--- src/rtl/hazard_stall_unit.sv ---
// -----------------------------------------------------------------------------
// hazard_stall_unit
//
// Producer-side hazard controller for a 5-stage RISC-V pipeline. Handles the
// hazards that operand forwarding cannot resolve:
//   * load-use        : one-cycle stall of FETCH/DECODE plus a bubble in EXECUTE
//   * taken branch/jmp: flush of the two wrong-path instructions
//   * multi-cycle mul/div in EXECUTE: FSM-controlled freeze with a watchdog
// Also keeps saturating counts of stalled and flushed DECODE cycles.
//
// Ports:
//   clk, rst_n                       clock (rising edge), async active-low reset
//   Rs1_DECODE, Rs2_DECODE           source registers of the DECODE instruction
//   UseRs1_DECODE, UseRs2_DECODE     DECODE instruction really reads rs1 / rs2
//   MemRead_EXECUTE                  EXECUTE instruction is a load
//   RegWrite_EXECUTE                 EXECUTE instruction writes rd
//   WriteRegister_EXECUTE            rd of the EXECUTE instruction
//   PCSrc_EXECUTE                    branch taken / jump resolved in EXECUTE
//   MulDivStart_EXECUTE              one-cycle pulse: mul/div entered EXECUTE
//   MulDivDone                       mul/div result valid this cycle
//   Stall_FETCH/DECODE/EXECUTE       hold PC, IF/ID, ID/EX
//   Flush_DECODE/EXECUTE/MEMORYACCESS clear IF/ID, ID/EX, EX/MEM
//   MulDivBusy                       FSM is waiting for the mul/div unit
//   MdTimeout                        sticky watchdog error flag
//   StallCount, FlushCount           saturating event counters
// -----------------------------------------------------------------------------
module hazard_stall_unit #(
  parameter int MD_TIMEOUT = 64,
  parameter int TMO_W      = 8,
  parameter int COUNT_W    = 16
) (
  input  logic               clk,
  input  logic               rst_n,
  input  logic [4:0]         Rs1_DECODE,
  input  logic [4:0]         Rs2_DECODE,
  input  logic               UseRs1_DECODE,
  input  logic               UseRs2_DECODE,
  input  logic               MemRead_EXECUTE,
  input  logic               RegWrite_EXECUTE,
  input  logic [4:0]         WriteRegister_EXECUTE,
  input  logic               PCSrc_EXECUTE,
  input  logic               MulDivStart_EXECUTE,
  input  logic               MulDivDone,
  output logic               Stall_FETCH,
  output logic               Stall_DECODE,
  output logic               Stall_EXECUTE,
  output logic               Flush_DECODE,
  output logic               Flush_EXECUTE,
  output logic               Flush_MEMORYACCESS,
  output logic               MulDivBusy,
  output logic               MdTimeout,
  output logic [COUNT_W-1:0] StallCount,
  output logic [COUNT_W-1:0] FlushCount
);

  typedef enum logic {
    RUN    = 1'b0,
    MDBUSY = 1'b1
  } state_t;

  localparam logic [TMO_W-1:0]   WD_LAST = TMO_W'(MD_TIMEOUT - 1);
  localparam logic [COUNT_W-1:0] CNT_MAX = {COUNT_W{1'b1}};

  state_t             r_state;
  logic [TMO_W-1:0]   r_wdog;
  logic               r_md_timeout;
  logic [COUNT_W-1:0] r_stall_cnt;
  logic [COUNT_W-1:0] r_flush_cnt;

  logic w_lu;
  logic w_wd_expired;
  logic w_stall_f, w_stall_d, w_stall_e;
  logic w_flush_d, w_flush_e, w_flush_m;
  logic w_busy;

  // Load-use: a load in EXECUTE writes a register the DECODE instruction reads.
  // x0 is never a real destination, so it never stalls.
  assign w_lu = MemRead_EXECUTE && RegWrite_EXECUTE &&
                (WriteRegister_EXECUTE != 5'd0) &&
                ((UseRs1_DECODE && (Rs1_DECODE == WriteRegister_EXECUTE)) ||
                 (UseRs2_DECODE && (Rs2_DECODE == WriteRegister_EXECUTE)));

  assign w_wd_expired = (r_wdog == WD_LAST);

  always_comb begin
    w_stall_f = 1'b0;
    w_stall_d = 1'b0;
    w_stall_e = 1'b0;
    w_flush_d = 1'b0;
    w_flush_e = 1'b0;
    w_flush_m = 1'b0;
    w_busy    = 1'b0;
    case (r_state)
      RUN: begin
        if (MulDivStart_EXECUTE) begin
          // Freeze everything up to EXECUTE; EX/MEM gets bubbles meanwhile.
          w_stall_f = 1'b1;
          w_stall_d = 1'b1;
          w_stall_e = 1'b1;
          w_flush_m = 1'b1;
        end else if (PCSrc_EXECUTE) begin
          // DECODE holds a wrong-path instruction, so a load-use match is moot.
          w_flush_d = 1'b1;
          w_flush_e = 1'b1;
        end else if (w_lu) begin
          w_stall_f = 1'b1;
          w_stall_d = 1'b1;
          w_flush_e = 1'b1;
        end
      end
      MDBUSY: begin
        w_busy = 1'b1;
        // Release on completion or on watchdog expiry; otherwise keep frozen.
        if (!MulDivDone && !w_wd_expired) begin
          w_stall_f = 1'b1;
          w_stall_d = 1'b1;
          w_stall_e = 1'b1;
          w_flush_m = 1'b1;
        end
      end
      default: ;
    endcase
  end

  // Reset forces the controls low immediately, independent of the inputs.
  assign Stall_FETCH        = rst_n & w_stall_f;
  assign Stall_DECODE       = rst_n & w_stall_d;
  assign Stall_EXECUTE      = rst_n & w_stall_e;
  assign Flush_DECODE       = rst_n & w_flush_d;
  assign Flush_EXECUTE      = rst_n & w_flush_e;
  assign Flush_MEMORYACCESS = rst_n & w_flush_m;
  assign MulDivBusy         = rst_n & w_busy;
  assign MdTimeout          = r_md_timeout;
  assign StallCount         = r_stall_cnt;
  assign FlushCount         = r_flush_cnt;

  always_ff @(posedge clk or negedge rst_n) begin
    if (!rst_n) begin
      r_state      <= RUN;
      r_wdog       <= '0;
      r_md_timeout <= 1'b0;
      r_stall_cnt  <= '0;
      r_flush_cnt  <= '0;
    end else begin
      case (r_state)
        RUN: begin
          if (MulDivStart_EXECUTE) begin
            r_wdog  <= '0;
            r_state <= MDBUSY;
          end
        end
        MDBUSY: begin
          if (MulDivDone) begin
            r_state <= RUN;
          end else if (w_wd_expired) begin
            r_md_timeout <= 1'b1;
            r_state      <= RUN;
          end else begin
            r_wdog <= r_wdog + TMO_W'(1);
          end
        end
        default: r_state <= RUN;
      endcase

      if (w_stall_d && (r_stall_cnt != CNT_MAX))
        r_stall_cnt <= r_stall_cnt + COUNT_W'(1);
      if (w_flush_d && (r_flush_cnt != CNT_MAX))
        r_flush_cnt <= r_flush_cnt + COUNT_W'(1);
    end
  end

endmodule

--- config.mk ---
export PLATFORM = sky130hd
export DESIGN_NAME = hazard_stall_unit
export DESIGN_NICKNAME = d
export VERILOG_FILES = /design/src/rtl/hazard_stall_unit.sv
export SDC_FILE = /design/constraint.sdc
export NUM_CORES = 1
export LEC_CHECK = 0
export ABC_AREA = 1
export CAP_MARGIN = 20
export CORE_MARGIN = 5
export CORE_UTILIZATION = 45
export CTS_CLUSTER_DIAMETER = 80
export CTS_CLUSTER_SIZE = 12
export DETAILED_ROUTE_END_ITERATION = 8
export PLACE_DENSITY = 0.73
export RECOVER_POWER = 50
export SLEW_MARGIN = 20
export SYNTH_ARGS = -nofsm -noshare
export SYNTH_HDL_FRONTEND = slang
export SYNTH_SLANG_ARGS = --single-unit
--- constraint.sdc ---
create_clock -name clk -period 2.6 [get_ports clk]
set_clock_uncertainty 0.2 [all_clocks]
set_input_delay 0.52 -clock clk [delete_from_list [all_inputs] [get_ports clk]]
set_output_delay 0.52 -clock clk [all_outputs]
set_load 0.02 [all_outputs]
==> results_dict.tcl, run 1 <==
set metrics [dict create \
    path_clk_slew_ns 0.08 \
    drt-initial-drc-count 131 \
    setup_tns_ns 0 \
    hp-class "input port to async pin" \
    netlist_instances 381 \
    globalRoute.busiestLayer "met2" \
    yosysWarnings 0 \
    clk_root_buffer_cell "clkbuf_8" \
    r2r_end "StallCount[6]" \
    slew_violations 30 \
    placed_area_mm2 0.00347 \
    yosys.area_share.simple 0.381 \
    h-tree-depth 2 \
    synth_area_mm2 0.00269 \
    tightest_slew_ns 1.55 \
    grt_pass1_wl_mm 11.5 \
    period_needed_ns 2.51 \
    gp_congestion 0.875 \
    first_global_vias 2570 \
    postCtsHoldBufs 0 \
    firstDrtPassIters 4 \
    cts.path.max_buffers 2 \
    cp.depth 9 \
    crit_family "simple AND/OR/NAND/NOR gates" \
    avgSynthCellArea_um2 7.07 \
    critPathArrivalTime_ns 1.79 \
    core.rowCount 28 \
    grtUsageTotal 0.189 \
    fin_cells 536 \
    yosysSeqAreaShare 0.390 \
    cts_tree "yes" \
    grt_remaining_overflow 0 \
    dp_hpwl_mm 5.21 \
    synth-compound-area-share 0.0339 \
    synth-seq-cells 42 \
    design_area_mm2 0.00361 \
    endpoint "Stall_FETCH" \
    drive_gt1_frac 0.115 \
    synthAdderAreaFrac 0.0139 \
    synthMuxAreaShare 0 \
    cp.required_ns 1.88 \
    synth_fp_nets 408 \
    insertion_delay_ns 0.30 \
    dp.cells 526 \
    io_pins 64 \
    reg2regPathDepth 8 \
    p_per_area_mw_per_mm2 643 \
    grtUsageMet3 0.0350 \
    cp-end-kind "output pin" \
    die_w_um 87.4 \
    hold_viol 0 \
    drt_wl_total_mm 6.77 \
    viasPerCell 4.93 \
    synth-main-ff-cell "dfrtp_1" \
    crit_chain "ha_1 > nand2_1 > nor2_1 > nand3_1 > nand2_2 > nor2_2 > nand3_2 > a21oi_2 > buf_4" \
    max_stage_delay_ns 0.39 \
    ir_drop_mv 0.452 \
    setup_viol 0 \
    cp_max_fo 3 \
    crit_slowest_cell "dfrtp_1" \
    cts_sinks 42 \
    fin_crit_sh 0.967 \
    core-area_mm2 0.00589 \
    synth_edf_count 0 \
    async_flop_share 1.00 \
    final_nets 487 \
    leakage_nw 1.83 \
    maxCapViolations 1 \
    outcome "finished with violations" \
    synth_cell_types 31 \
    worstReg2RegStart "StallCount[0]" \
    synth-xor-area-share 0.0911 \
    worstSetupStartpoint "r_wdog[0]" \
    start_util 0.457 \
    rrSetupSlack_ns 0.53 \
    setup.worst_path.start_class "register" \
    drcViolationCount 0 \
    grt_use_met2 0.311 \
    grt_max_degree 30 \
    violations "capacitance limit, slew limit" \
    vias 2640 \
    antenna_found_initial 0 \
    grt_util_met1 0.244 \
    synth_top_family_by_area "simple AND/OR/NAND/NOR gates" \
    cts_buffers 5 \
    max-slew-margin-rel -0.0349 \
    io_buffers 63 \
    crit_buf_inv 1 \
    num_antenna_cells 0 \
    drt-wirelength-per-cell_um 12.6 \
    dieHeight_um 87.4 \
    die_area_mm2 0.00763 \
    crit_type "register to output pin" \
    max_freq_ghz 0.398 \
    areaGrowthSynthToFinish_pct 34.2 \
    postRouteAntennaNets 0 \
]
==> timing repair <==
item / 4_1_cts / 5_1_grt
cloned: 0 / 0
setup buffers: 1 / 1
setup endpoints to repair: 6 / 6
resized for setup: 26 / 21
pin swaps: 3 / 11
==> worst min path at each step <==
| stage | endpoint | slack (ns) |
|---|---|---|
| global placement | MdTimeout | 0.27 |
| finish | r_wdog[4] | 0.28 |
| detailed placement | MdTimeout | 0.29 |
| CTS | r_wdog[0] | 0.02 |
| global route | MdTimeout | 0.33 |
| floorplan | FlushCount[0] | 0.02 |
==> cell families after synthesis <==
family | after synthesis
buf+inv | 58
compound gates | 17
flops | 42
xor+xnor | 28
simple gates | 233
fa+ha+maj | 3
==> power by group <==
part / leakage [nW] / total [W] / internal, W / switching (W)
combinational: 1.23 / 0.000865 / 0.000399 / 0.000467
clock: 0.0524 / 0.000513 / 0.000287 / 0.000225
sequential: 0.555 / 0.000945 / 0.000776 / 0.000168
==> per-layer routing <==
| layer | part of all wire | wire length, um |
|---|---|---|
| met5 | 0 | 0 |
| met4 | 0.026 | 177 |
| met3 | 0.044 | 295 |
| met2 | 0.50 | 3390 |
| met1 | 0.43 | 2910 |
==> layout by cell type (no fill, tap or decap), drive strengths merged <==
master           n
a21oi            4
a31oi            1
a41o             1
buf             18
bufinv           1
clkbuf          13
clkdlybuf4s50   42
clkinv           1
dfrtp           42
dlygate4sd2      6
dlymetal6s2s     9
ha               3
inv             48
nand2          124
nand3           41
nand3b           2
nand4            7
nor2            44
nor3            13
nor3b            1
o21ai           11
or2              1
xnor2           10
xor2            18
==> area by class of cell <==
cell class | instances | area, um^2
Timing Repair Buffer | 81 | 751
Multi-Input combinational cell | 281 | 1430
Clock buffer | 7 | 76.3
Inverter | 49 | 184
Sequential cell | 42 | 1050
Tap cell | 75 | 93.8
Fill cell | 550 | 2270
Clock inverter | 1 | 30.0
==> worst reg2reg max path: stages (launching register included) <==
cell      delay, ns
dfrtp_1        0.46
ha_1           0.24
nand3_2        0.13
nor2_4         0.16
nand3_2        0.10
nand3b_4       0.30
nand3_4        0.27
nand2_1        0.09
nand2_1        0.06
==> through the flow <==
step	setup WS [ns]	util	power, W	hold WS (ns)
floorplan	0.101	-	0.00142	0.0244
finish	0.0867	0.614	0.00232	0.281
CTS	-0.0268	0.608	0.00234	0.0185
global placement	-0.507	0.590	0.00181	0.268
detailed placement	-0.590	0.590	0.00183	0.291
global route	-0.0169	0.614	0.00248	0.334
==> cells in the mapped netlist, types with 5 or more instances <==
| master | instances | share of area |
|---|---|---|
| inv_2 | 8 | 0.011 |
| o21ai_0 | 5 | 0.0093 |
| nand4_1 | 7 | 0.016 |
| xor2_1 | 18 | 0.059 |
| nand3_1 | 38 | 0.071 |
| o21ai_1 | 6 | 0.011 |
| inv_1 | 40 | 0.056 |
| xnor2_1 | 10 | 0.033 |
| nor3_1 | 12 | 0.022 |
| nand2_1 | 123 | 0.17 |
| nor2_1 | 42 | 0.059 |
| dfrtp_1 | 42 | 0.39 |
==> sequential cells by signal, summed over array words and instances (netlist names) <==
| name | count |
|---|---|
| r_state | 1 |
| StallCount | 16 |
| MdTimeout | 1 |
| r_wdog | 8 |
| FlushCount | 16 |
(Power assumes the default switching activity.)
==> inputs of run 2 (changes only) <==
--- a/config.mk
+++ b/config.mk
@@ -9,12 +9,13 @@
 export CAP_MARGIN = 20
 export CORE_MARGIN = 5
 export CORE_UTILIZATION = 45
-export CTS_CLUSTER_DIAMETER = 80
+export CTS_CLUSTER_DIAMETER = 100
 export CTS_CLUSTER_SIZE = 12
 export DETAILED_ROUTE_END_ITERATION = 8
 export PLACE_DENSITY = 0.73
 export RECOVER_POWER = 50
-export SLEW_MARGIN = 20
+export SKIP_LAST_GASP = 1
+export SLEW_MARGIN = 10
 export SYNTH_ARGS = -nofsm -noshare
 export SYNTH_HDL_FRONTEND = slang
 export SYNTH_SLANG_ARGS = --single-unit
==> results of run 2 <==
Same layout as run 1: the final DEF is identical, and so are final timing and power.
Among the figures that moved: number of gates resized after CTS 26 -> 25
